==> src/rtl/sd_cmd_phy.sv <==
// sd_cmd_phy -- bit-level SD CMD-line engine.
//
// Builds the 48-bit command frame (start, transmission, index, argument,
// CRC7, end bit) and shifts it out MSB first, one bit per sd_tick. It can
// then wait for a 48-bit response, capture it and report the status fields.
//
// Optional feature macro: SD_CMD_RESP_CRC_CHECK_EN
//   defined   -> response CRC7 is recomputed and compared (resp_crc_err)
//   undefined -> no receive CRC logic, resp_crc_err stays 0 (R3 responses)
//
// Ports
//   clk_host, reset_host       : clock, async active-low reset
//   sd_tick                    : one-cycle bit-time strobe
//   cmd_start, cmd_index,
//   cmd_argument, resp_expected,
//   index_check                : request, sampled when accepted (busy=0)
//   CMD_PIN_IN/OUT, io_enable_cmd : pad interface (io_enable_cmd=1 drives)
//   busy, cmd_done             : transaction status / completion pulse
//   resp_index, resp_arg       : captured response fields
//   resp_timeout, resp_crc_err,
//   resp_index_err             : response status flags
module sd_cmd_phy #(
  parameter int TIMEOUT_TICKS = 64
) (
  input  logic        clk_host,
  input  logic        reset_host,
  input  logic        sd_tick,
  input  logic        cmd_start,
  input  logic [5:0]  cmd_index,
  input  logic [31:0] cmd_argument,
  input  logic        resp_expected,
  input  logic        index_check,
  input  logic        CMD_PIN_IN,
  output logic        CMD_PIN_OUT,
  output logic        io_enable_cmd,
  output logic        busy,
  output logic        cmd_done,
  output logic [5:0]  resp_index,
  output logic [31:0] resp_arg,
  output logic        resp_timeout,
  output logic        resp_crc_err,
  output logic        resp_index_err
);
  localparam int TW = $clog2(TIMEOUT_TICKS + 1);

  typedef enum logic [2:0] {S_IDLE, S_SEND, S_WAIT, S_RECV, S_CHECK, S_DONE} state_t;

  // CRC7, x^7+x^3+1, zero seed, MSB first
  function automatic logic [6:0] crc7(input logic [39:0] d);
    logic [6:0] c;
    logic       fb;
    c = '0;
    for (int i = 39; i >= 0; i--) begin
      fb = d[i] ^ c[6];
      c  = {c[5:0], 1'b0};
      if (fb) c = c ^ 7'h09;
    end
    return c;
  endfunction

  state_t        state, state_d;
  logic [47:0]   tx_sh, rx_sh, tx_frame;
  logic [5:0]    bit_cnt;
  logic [TW-1:0] to_cnt;
  logic [5:0]    idx_q;
  logic          resp_q, ichk_q;
  logic          accept;

  assign tx_frame = {2'b01, cmd_index, cmd_argument,
                     crc7({2'b01, cmd_index, cmd_argument}), 1'b1};

  // DONE already reports not-busy so a new command can be taken there
  assign busy     = (state != S_IDLE) && (state != S_DONE);
  assign cmd_done = (state == S_DONE);
  assign accept   = cmd_start && !busy;

  always_ff @(posedge clk_host or negedge reset_host) begin
    if (!reset_host) state <= S_IDLE;
    else             state <= state_d;
  end

  always_comb begin
    state_d = state;
    case (state)
      S_IDLE, S_DONE: state_d = accept ? S_SEND : S_IDLE;
      S_SEND:  if (sd_tick && bit_cnt == 6'd48) state_d = resp_q ? S_WAIT : S_DONE;
      S_WAIT:  if (sd_tick) begin
                 if (!CMD_PIN_IN)                               state_d = S_RECV;
                 else if (to_cnt == TW'(TIMEOUT_TICKS - 1))     state_d = S_DONE;
               end
      S_RECV:  if (sd_tick && bit_cnt == 6'd47) state_d = S_CHECK;
      S_CHECK: state_d = S_DONE;
      default: state_d = S_IDLE;
    endcase
  end

  always_ff @(posedge clk_host or negedge reset_host) begin
    if (!reset_host) begin
      CMD_PIN_OUT    <= 1'b1;
      io_enable_cmd  <= 1'b0;
      tx_sh          <= '0;
      rx_sh          <= '0;
      bit_cnt        <= '0;
      to_cnt         <= '0;
      idx_q          <= '0;
      resp_q         <= 1'b0;
      ichk_q         <= 1'b0;
      resp_index     <= '0;
      resp_arg       <= '0;
      resp_timeout   <= 1'b0;
      resp_crc_err   <= 1'b0;
      resp_index_err <= 1'b0;
    end else if (accept) begin
      // a tick coincident with accept is deliberately not used
      tx_sh          <= tx_frame;
      idx_q          <= cmd_index;
      resp_q         <= resp_expected;
      ichk_q         <= index_check;
      bit_cnt        <= '0;
      to_cnt         <= '0;
      resp_timeout   <= 1'b0;
      resp_crc_err   <= 1'b0;
      resp_index_err <= 1'b0;
    end else begin
      case (state)
        S_SEND: if (sd_tick) begin
          if (bit_cnt != 6'd48) begin
            CMD_PIN_OUT   <= tx_sh[47];
            io_enable_cmd <= 1'b1;
            tx_sh         <= {tx_sh[46:0], 1'b1};
            bit_cnt       <= bit_cnt + 6'd1;
          end else begin
            // tick after the end bit hands the line back to the card
            CMD_PIN_OUT   <= 1'b1;
            io_enable_cmd <= 1'b0;
            bit_cnt       <= '0;
          end
        end
        S_WAIT: if (sd_tick) begin
          if (!CMD_PIN_IN) begin
            rx_sh   <= {rx_sh[46:0], 1'b0};
            bit_cnt <= 6'd1;
          end else begin
            to_cnt <= to_cnt + TW'(1);
            if (to_cnt == TW'(TIMEOUT_TICKS - 1)) resp_timeout <= 1'b1;
          end
        end
        S_RECV: if (sd_tick) begin
          rx_sh   <= {rx_sh[46:0], CMD_PIN_IN};
          bit_cnt <= bit_cnt + 6'd1;
        end
        S_CHECK: begin
          resp_index     <= rx_sh[45:40];
          resp_arg       <= rx_sh[39:8];
          resp_index_err <= rx_sh[46] | ~rx_sh[0] | (ichk_q & (rx_sh[45:40] != idx_q));
`ifdef SD_CMD_RESP_CRC_CHECK_EN
          resp_crc_err   <= (crc7(rx_sh[47:8]) != rx_sh[7:1]);
`endif
        end
        default: ;
      endcase
    end
  end

`ifndef SD_CMD_RESP_CRC_CHECK_EN
  // received CRC field is ignored in this build
  logic unused_rx_crc;
  assign unused_rx_crc = ^rx_sh[7:1];
`endif

endmodule
==> config.mk <==
export PLATFORM = sky130hd
export DESIGN_NAME = sd_cmd_phy
export DESIGN_NICKNAME = d
export VERILOG_FILES = /design/src/rtl/sd_cmd_phy.sv
export SDC_FILE = /design/constraint.sdc
export NUM_CORES = 1
export LEC_CHECK = 0
export BUFFER_PORTS_ARGS = -buffer_cell sky130_fd_sc_hd__buf_2
export CAP_MARGIN = 20
export CELL_PAD_IN_SITES_DETAIL_PLACEMENT = 1
export CELL_PAD_IN_SITES_GLOBAL_PLACEMENT = 2
export CORE_ASPECT_RATIO = 1.4
export CORE_UTILIZATION = 42
export CTS_CLUSTER_SIZE = 14
export DETAILED_ROUTE_END_ITERATION = 7
export PLACE_DENSITY = 0.94
export SYNTH_ARGS = -nofsm -noshare
export SYNTH_HDL_FRONTEND = slang
export SYNTH_SLANG_ARGS = --single-unit
==> constraint.sdc <==
create_clock -name clk_host -period 4.3 [get_ports clk_host]
set_input_delay 0.86 -clock clk_host [delete_from_list [all_inputs] [get_ports clk_host]]
set_output_delay 0.86 -clock clk_host [all_outputs]
set_load 0.01 [all_outputs]
==> results.sh, run 1 <==
export IMPL_period_share=0.637
export IMPL_cp_end_kind="register"
export IMPL_power_internal_uw=3490
export IMPL_wl_um=17200
export IMPL_ant_nets=0
export IMPL_root_buffer="clkbuf_16"
export IMPL_die_x_um=114
export IMPL_max_slew_margin_rel=0.355
export IMPL_outcome="finished clean"
export IMPL_clkLatencyLatePin_ns=0.42
export IMPL_dp_hpwl_um=12100
export IMPL_synth_most_common_cell="dfrtp_1"
export IMPL_route_detailed_drc=0
export IMPL_routedWlPerCell_um=18.3
export IMPL_netlist_cell_type_count=46
export IMPL_clock_path_buffers=2
export IMPL_start_kind="input pin"
export IMPL_core_rowCount=57
export IMPL_viasPerCell=5.24
export IMPL_worstPathMaxFanout=3
export IMPL_fin_crit_ns=2.74
export IMPL_syn_instance_count=608
export IMPL_tightest_slew_ns=0.967
export IMPL_synth_edf_count=0
export IMPL_clock_skew_final_ns=0.0137
export IMPL_rsz0062_at_grt="false"
export IMPL_finalHoldViolCount=0
export IMPL_synthArstFlopShare=1.00
export IMPL_cts_hold_buf=0
export IMPL_synthTopCellsByArea="dfrtp_1 (54%), mux2_2 (13%), nand2_1 (5.7%), xnor3_1 (4.9%), a22oi_1 (3.9%)"
export IMPL_critPathKind="input pin to register"
export IMPL_drt_pass1_iter_count=4
export IMPL_grt_max_degree=104
export IMPL_ys_flop_type="dfrtp_1"
export IMPL_dr_total_vias=4926
export IMPL_synth_largest_area_cell="dfrtp_1"
export IMPL_track_usage=0.205
export IMPL_required_ns=4.61
export IMPL_synth_seq_cells=161
export IMPL_max_freq_mhz=365
export IMPL_htreeDepth=4
export IMPL_combPwrFrac=0.322
export IMPL_cts_tree="yes"
export IMPL_synth_area_per_cell_sq_um=12.2
export IMPL_cp_data_arrival_time_ns=3.05
export IMPL_grt_pass1_wl_um=28600
export IMPL_fin_util=0.504
export IMPL_clk_pin_slew_worst_paths_ns=0.06
export IMPL_grt_overflow=0
export IMPL_min_path_type="register to register"
export IMPL_cts_resized_gates=0
export IMPL_syn_num_nets=656
export IMPL_drv_cap=0
export IMPL_synth_common_cells="dfrtp_1 (160), nand2_1 (112), mux2_2 (85)"
export IMPL_power_density_nw_per_um2=601
export IMPL_setup_violations=0
export IMPL_cts_buffers=17
export IMPL_swShare=0.335
export IMPL_synth_top_cell_area_share=0.539
export IMPL_drive_gt1_frac=0.317
export IMPL_syn_to_final_growth_pct=17.6
export IMPL_antenna_found_initial=0
export IMPL_slew_viol_final=0
export IMPL_clock_sinks=161
export IMPL_port_buffers=88
export IMPL_p_sw_uw=1760
export IMPL_dieHeight_um=159
export IMPL_grt_pass1_vias=5447
export IMPL_pwr_share_clk=0.288
export IMPL_p_leak_uw=0.00451
export IMPL_ir_drop_uv=472
export IMPL_gp_congestion=0.848
export IMPL_n_antenna_cell=0
export IMPL_seq_power_share=0.391
export IMPL_drtIter0Drc=275
export IMPL_yosysWarningCount=0
export IMPL_syn_area_sq_um=7420
export IMPL_core_area_sq_um=17300
export IMPL_start_util=0.428
export IMPL_yosysSeqAreaShare=0.543
export IMPL_post_cts_buffers=0
export IMPL_dieArea_sq_um=18200
export IMPL_io_pins=90
export IMPL_timing_setup_tns_ns=0
export IMPL_final_nets=739
==> routing by layer <==
| layer | GRT usage | up-vias | wire [um] |
|---|---|---|---|
| li1 | - | 2285 | - |
| met1 | 0.247 | 2502 | 7030 |
| met2 | 0.361 | 127 | 9310 |
| met3 | 0.0468 | 12 | 692 |
| met4 | 0.0614 | 0 | 171 |
| met5 | 0 | - | 0 |
==> final cells by class <==
cell class	count	area [sq um]
Tap cell	236	295
Timing Repair Buffer	94	504
Fill cell	1841	8600
Clock buffer	17	425
Multi-Input combinational cell	412	3290
Inverter	5	18.8
Clock inverter	15	168
Sequential cell	161	4030
==> cells in the final DEF (no fill, tap or decap), types with 5 or more instances in the layout <==
cell type / n
nand2_1: 112
xnor3_1: 16
nor2b_1: 5
clkbuf_16: 17
a22o_1: 5
buf_4: 5
dfrtp_1: 160
nand3_1: 7
xor2_1: 13
a22oi_1: 39
buf_2: 87
xnor2_1: 30
a21oi_1: 6
mux2_2: 85
inv_1: 5
nor2_1: 20
inv_6: 6
o21ai_0: 13
==> critical path, stage by stage <==
cell     delay [ns]
buf_2          0.13
xnor3_1        0.40
xnor3_2        0.48
xnor3_2        0.45
xnor2_4        0.22
xnor3_1        0.32
a21o_1         0.18
==> power groups by stage <==
stage | combinational [uW] | clock, uW | sequential, uW
after floorplan | 1320 | 0 | 1980
after global placement | 1610 | 0 | 2050
after detailed placement | 1700 | 0 | 2070
after CTS | 1710 | 1560 | 2050
after global routing | 1870 | 1610 | 2090
final | 1690 | 1510 | 2050
==> path summary, 6_finish.rpt <==
kind	start	endpoint	slack [ns]	cells after the start
setup reg to reg	state[0]	bit_cnt[5]	1.78	6
hold / removal	tx_sh[0]	tx_sh[0]	0.48	1
min in group asynchronous	reset_host	rx_sh[12]	0.54	1
hold reg to reg	tx_sh[0]	tx_sh[0]	0.48	1
max in group asynchronous	reset_host	idx_q[5]	2.85	2
setup / recovery	cmd_index[5]	tx_sh[4]	1.56	7
==> kinds of logic after synthesis <==
| logic type | after synthesis | share of synthesized area |
|---|---|---|
| AOI/OAI and AO/OA | 85 | 0.0792 |
| xor gates and xnor gates | 67 | 0.126 |
| adders and majority gates | 3 | 0.00506 |
| buffers and inverters | 35 | 0.0182 |
| DFF | 161 | 0.543 |
| muxes | 86 | 0.130 |
| other | 1 | 0.000505 |
| and+or+nand+nor | 170 | 0.0981 |
==> stage by stage <==
stage	hold slack [ns]	total power [uW]	worst slack [ns]	instances	cell area, sq um
4_1_cts	0.481	5320	1.58	940	8730
5_1_grt	0.498	5570	1.53	940	8730
3_5_place_dp	0.463	3780	1.13	908	8140
6_report	0.478	5250	1.56	940	8730
3_3_place_gp	0.457	3660	1.18	908	8140
2_1_floorplan	0.439	3310	1.40	608	7420
==> flip-flops by register name, indices dropped and copies added, names as in the netlist <==
name and count:
resp_arg 32, idx_q 6, tx_sh 48, CMD_PIN_OUT 1
resp_q 1, resp_index 6, bit_cnt 6, ichk_q 1
to_cnt 7, state 3, resp_timeout 1, rx_sh 47
io_enable_cmd 1, resp_index_err 1
(Power assumes the default switching activity.)
==> inputs of run 2 (changes only) <==
- ABC_AREA: unset -> 1
- CORE_UTILIZATION: 42 -> 31
- PLACE_DENSITY: 0.94 -> 0.85
- clock period: 4.3 -> 2.2 ns (I/O delays scaled with it)
==> run 2 against run 1 <==
The run now ends with design-rule violations left. Synthesized cell count increased by 67%. Final area increased by 21%. Via count increased by 44%. Clock skew decreased by 0.0023 ns. Largest power group is now combinational cells. Total power increased to 2.6 times the previous value. Utilization decreased by 8.9 points. Global-route usage decreased by 3.3 points. Clock power increased by 120%. Sequential share of layout area decreased by 8.0 points. Register-to-register slack got worse by 1.6 ns.
==> results.sh, run 2 <==
export IMPL_yosysWarningCount=0
export IMPL_n_antenna_cell=0
export IMPL_syn_instance_count=1015
export IMPL_die_x_um=138
export IMPL_max_freq_mhz=462
export IMPL_synth_top_cell_area_share=0.497
export IMPL_cp_end_kind="register"
export IMPL_grt_max_degree=49
export IMPL_slew_viol_final=0
export IMPL_synth_edf_count=0
export IMPL_post_place_ws_ns=-0.523
export IMPL_min_from="index_check"
export IMPL_largest_register_ffs=48
export IMPL_reg2reg_from="state[1]"
export IMPL_required_ns=2.53
export IMPL_place_area_sq_um=9160
export IMPL_synth_largest_area_cell="dfrtp_1"
export IMPL_root_buffer="clkbuf_16"
export IMPL_violations="design-rule violations"
export IMPL_final_nets=1188
export IMPL_final_cell_area_sq_um=10600
export IMPL_drtIter0Drc=260
export IMPL_io_pins=90
export IMPL_start_kind="input pin"
export IMPL_cp_startpoint="cmd_argument[30]"
export IMPL_core_area_sq_um=25500
export IMPL_drv_cap=0
export IMPL_reg_top3="tx_sh (48), rx_sh (47), resp_arg (32)"
export IMPL_cts_tree="yes"
export IMPL_dr_total_vias=7087
export IMPL_power_density_nw_per_um2=1280
export IMPL_htreeDepth=4
export IMPL_drt_pass1_iter_count=6
export IMPL_rsz0062_at_grt="true"
export IMPL_period_share=0.984
export IMPL_netlist_cell_type_count=37
export IMPL_grt_pass1_wl_um=36300
export IMPL_yosysSeqAreaShare=0.500
export IMPL_critPathKind="input pin to register"
export IMPL_start_util=0.316
export IMPL_routedWlPerCell_um=15.1
export IMPL_gp_congestion=0.757
export IMPL_syn_to_final_growth_pct=31.2
export IMPL_min_path_type="input pin to register"
export IMPL_viasPerCell=4.81
export IMPL_cts_buffers=17
export IMPL_route_detailed_drc=18
export IMPL_holdWs_ns=0.212
export IMPL_antenna_found_initial=0
export IMPL_p_leak_uw=0.00535
export IMPL_wl_um=22200
export IMPL_track_usage=0.171
export IMPL_ant_nets=0
export IMPL_final_cell_mix="nand2_1 (238), dfrtp_1 (160), inv_1 (133), o21ai_0 (91), nand2_2 (87)"
export IMPL_fill_cells=3040
export IMPL_synthTopCellsByArea="dfrtp_1 (50%), nand2_1 (15%), inv_1 (6.7%), o21ai_0 (5.8%), nand3_1 (3.5%)"
export IMPL_ir_drop_uv=627
export IMPL_worstPathMaxFanout=4
export IMPL_clk_pin_slew_worst_paths_ns=0.07
export IMPL_outcome="complete, but fails checks"
export IMPL_synth_seq_cells=161
export IMPL_syn_area_sq_um=8060
export IMPL_clock_path_buffers=2
export IMPL_port_buffers=88
export IMPL_grt_overflow=0
export IMPL_synthArstFlopShare=1.00
export IMPL_ys_flop_type="dfrtp_1"
export IMPL_core_rowCount=69
export IMPL_clkLatencyLatePin_ns=0.43
export IMPL_dieHeight_um=193
export IMPL_drive_gt1_frac=0.325
export IMPL_cp_data_arrival_time_ns=2.49
export IMPL_synth_most_common_cell="nand2_1"
export IMPL_max_slew_margin_rel=0.659
export IMPL_tightest_slew_ns=0.511
export IMPL_final_common_cell="nand2_1"
export IMPL_dieArea_sq_um=26600
export IMPL_grt_pass1_vias=7493
export IMPL_finalHoldViolCount=0
export IMPL_syn_num_nets=1063
export IMPL_fin_crit_ns=2.16
export IMPL_setup_violations=0
export IMPL_synth_area_per_cell_sq_um=7.94
export IMPL_synth_common_cells="nand2_1 (321), dfrtp_1 (160), inv_1 (144)"
export IMPL_fin_ws_ns=0.0350
export IMPL_clock_sinks=161
export IMPL_dp_hpwl_um=15800
export IMPL_regMostFlops="tx_sh"
export IMPL_clock_skew_final_ns=0.0115
export IMPL_fin_util=0.415
## run 2: metal layers
metal  routed length, um  vias to the layer above  global-route usage
met4                 240                        0              0.0480
li1                    -                     3476                   -
met1                9420                     3488               0.196
met3                 559                       15              0.0251
met5                   0                        -                   0
met2               12000                      108               0.330
## run 2: worst max-delay path, stage by stage
cell,delay (ns)
buf_2,0.12
inv_2,0.07
nand2_1,0.08
nand2_2,0.10
nand2_2,0.08
nand2_4,0.10
inv_2,0.05
nand2_2,0.07
nand3_1,0.08
nand2_2,0.14
nand2_2,0.07
nand2_1,0.07
nand3_2,0.11
nand2_4,0.12
nand2_2,0.05
nand2_2,0.10
nand2_2,0.09
nand2_2,0.08
inv_1,0.04
nand2_1,0.06
nand2_2,0.07
inv_2,0.09
nand3_2,0.07
nand3_1,0.07
nand2_1,0.05
## run 2: worst paths after layout
kind                                     to  cells past startpoint  slack [ns]
worst max-delay path               tx_sh[4]                     25        0.04
worst min-delay path                 ichk_q                      3        0.21
worst max register to register     tx_sh[6]                     12        0.17
worst min register to register     tx_sh[0]                      2        0.46
max in group asynchronous         to_cnt[6]                      3        1.05
min in group asynchronous       resp_arg[8]                      2        0.50
## run 2: power by group
| group | internal (uW) | switching [uW] | total (uW) |
|---|---|---|---|
| Sequential | 4230 | 654 | 4880 |
| Clock | 1890 | 1380 | 3260 |
| Combinational | 2040 | 3400 | 5440 |
## run 2: stage by stage
step	total power, uW	instances	TNS, ns
finish	13600	1472	0
global route	14600	1472	-0.632
CTS	13300	1467	-0.00708
detailed placement	9860	1434	-3.43
global placement	9650	1434	-2.69
floorplan	8120	1015	-0.0273
## run 2: timing repair
item	CTS	global route
setup endpoints to repair	21	63
hold buffers	1	0
pin swaps	3	81
resized for setup	9	194
endpoints found under the hold margin	39	0
cloned	0	1
setup buffers	0	4
## run 2: cell families (layout without fill, tap and decap cells)
| logic type | after synthesis | in the layout | synth area share |
|---|---|---|---|
| buffers and inverters | 194 | 332 | 0.0937 |
| XOR/XNOR | 10 | 10 | 0.0146 |
| AND/OR/NAND/NOR | 481 | 481 | 0.263 |
| flip-flops | 161 | 161 | 0.500 |
| other | 1 | 1 | 0.000466 |
| AO/OA/AOI/OAI | 165 | 165 | 0.124 |
| adder cells (fa/ha/maj) | 3 | 3 | 0.00466 |
## run 2: cell type report
| type | instances | area (sq um) | area share |
|---|---|---|---|
| clock buffer | 18 | 439 | 0.0415 |
| inverter | 161 | 629 | 0.0595 |
| tap | 319 | 399 | 0.0378 |
| sequential | 161 | 4030 | 0.381 |
| clock inverter | 14 | 206 | 0.0195 |
| multi-input combinational | 660 | 3900 | 0.369 |
| timing repair buffer | 139 | 965 | 0.0913 |
==> inputs of run 3 (changes only) <==
- CORE_ASPECT_RATIO: 1.4 -> unset
==> run 3 against run 2 <==
The flow now finishes without violations. Non-clock buffer count up 5. Worst setup slack worse by 0.018 ns. Sequential share of layout area down 0.77 points. Sequential power about the same. Highest routed layer unchanged.
==> results.sh, run 3 (synthesized netlist as in run 2, its figures left out) <==
export IMPL_viasPerCell=4.74
export IMPL_fin_crit_ns=2.18
export IMPL_grt_pass1_wl_um=35800
export IMPL_dieArea_sq_um=26600
export IMPL_final_common_cell="nand2_1"
export IMPL_tightest_slew_ns=0.570
export IMPL_fill_cells=2990
export IMPL_gp_congestion=0.815
export IMPL_met1_length_um=10700
export IMPL_wl_met3_um=484
export IMPL_cp_data_arrival_time_ns=2.54
export IMPL_holdWs_ns=0.235
export IMPL_slew_viol_final=0
export IMPL_setup_violations=0
export IMPL_outcome="finished clean"
export IMPL_largest_register_ffs=48
export IMPL_max_slew_margin_rel=0.616
export IMPL_critPathKind="input pin to register"
export IMPL_grt_max_degree=83
export IMPL_grt_pass1_vias=7286
export IMPL_post_place_ws_ns=-0.583
export IMPL_fin_ws_ns=0.0168
export IMPL_rsz0062_at_grt="true"
export IMPL_cp_startpoint="cmd_index[2]"
export IMPL_clock_path_buffers=2
export IMPL_clock_skew_final_ns=0.0168
export IMPL_drv_cap=0
export IMPL_wl_um=22200
export IMPL_root_buffer="clkbuf_16"
export IMPL_reg2reg_from="bit_cnt[0]"
export IMPL_period_share=0.992
export IMPL_required_ns=2.55
export IMPL_timing_setup_tns_ns=0
export IMPL_drive_gt1_frac=0.328
export IMPL_clock_sinks=161
export IMPL_crit_slowest_cell="o21bai_2"
export IMPL_met2WireLength_um=10800
export IMPL_track_usage=0.168
export IMPL_finalHoldViolCount=0
export IMPL_grt_overflow=0
export IMPL_min_path_type="input pin to register"
export IMPL_ant_nets=0
export IMPL_start_kind="input pin"
export IMPL_antenna_found_initial=0
export IMPL_syn_to_final_growth_pct=34.0
export IMPL_final_cell_mix="nand2_1 (241), dfrtp_1 (160), inv_1 (131), o21ai_0 (90), buf_2 (76)"
export IMPL_cp_end_kind="register"
export IMPL_ir_drop_uv=662
export IMPL_reg_top3="tx_sh (48), rx_sh (47), resp_arg (32)"
export IMPL_regMostFlops="tx_sh"
export IMPL_route_detailed_drc=0
export IMPL_htreeDepth=4
export IMPL_top_layer="met4"
export IMPL_max_freq_mhz=458
export IMPL_io_pins=90
export IMPL_cts_tree="yes"
export IMPL_die_x_um=163
export IMPL_port_buffers=88
export IMPL_fin_total_pwr_uw=13500
export IMPL_drt_pass1_iter_count=4
export IMPL_power_density_nw_per_um2=1250
export IMPL_dr_total_vias=7046
export IMPL_n_antenna_cell=0
export IMPL_worstPathMaxFanout=5
export IMPL_clk_pin_slew_worst_paths_ns=0.07
export IMPL_start_util=0.318
export IMPL_dp_hpwl_um=15600
export IMPL_p_leak_uw=0.00545
export IMPL_cp_num_buf_inv=5
export IMPL_final_nets=1193
export IMPL_critPathTopFamily="simple AND/OR/NAND/NOR gates"
export IMPL_core_rowCount=58
export IMPL_drtIter0Drc=323
export IMPL_routedWlPerCell_um=14.9
export IMPL_min_from="resp_expected"
export IMPL_crit_top_cell="nand2_2"
export IMPL_clkLatencyLatePin_ns=0.43
export IMPL_cts_buffers=17
export IMPL_core_area_sq_um=25300
export IMPL_cpPeakStageDelay_ns=0.13
export IMPL_dieHeight_um=163
[run 3: changes by cell type in the layout (fill, tap and decap cells not counted), sizes merged]
cell | previous run | this run
buf | 137 | 143
inv | 170 | 164
clkinvlp | 0 | 1
bufinv | 3 | 2
clkinv | 2 | 7
[run 3: tightest hold or removal path, cell delays in order]
cell and delay (ns):
buf_2 0.08, nand2_1 0.04, o21ai_0 0.06
[run 3: final cells by class]
cell class | instances | area [sq um] | area share
repair buffers | 144 | 1020 | 0.0944
clock inverters | 13 | 149 | 0.0138
flip-flops and latches | 161 | 4030 | 0.373
well taps | 330 | 413 | 0.0383
multi-input cells | 660 | 4080 | 0.378
inverters | 161 | 657 | 0.0609
clock buffers | 19 | 443 | 0.0410
[run 3: final timing paths]
| path | cells past startpoint | slack [ns] | to |
|---|---|---|---|
| worst max-delay path | 26 | 0.02 | tx_sh[7] |
| worst min-delay path | 3 | 0.23 | resp_q |
| worst max register to register | 9 | 0.21 | tx_sh[7] |
| worst min register to register | 2 | 0.47 | rx_sh[6] |
| max in group asynchronous | 3 | 0.97 | CMD_PIN_OUT |
| min in group asynchronous | 2 | 0.52 | rx_sh[32] |
[run 3: layer usage]
layer | vias up | global-route usage
met2 | 83 | 0.279
met5 | - | 0
li1 | 3493 | -
met3 | 18 | 0.0282
met1 | 3452 | 0.225
met4 | 0 | 0.0467
[run 3: power breakdown]
group	total [uW]	internal (uW)	switching [uW]	leakage (uW)
Sequential	4880	4230	648	0.00209
Combinational	5590	2110	3480	0.00307
Clock	2980	1730	1250	0.000292
Total	13500	8070	5380	0.00545
[run 3: repair_timing]
item | 4_1_cts | 5_1_grt
setup buffers | 0 | 11
cloned | 0 | 0
endpoints found under the hold margin | 47 | 0
resized for setup | 20 | 233
hold buffers | 1 | 0
endpoints found under the setup margin | 6 | 77
pin swaps | 8 | 89
[run 3: metrics by stage]
stage	utilization	instances	instance area [sq um]
after CTS	0.388	1477	9830
after floorplan	-	1015	8080
after global routing	0.426	1488	10800
after detailed placement	0.362	1444	9170
after global placement	0.362	1444	9170
final	0.426	1488	10800
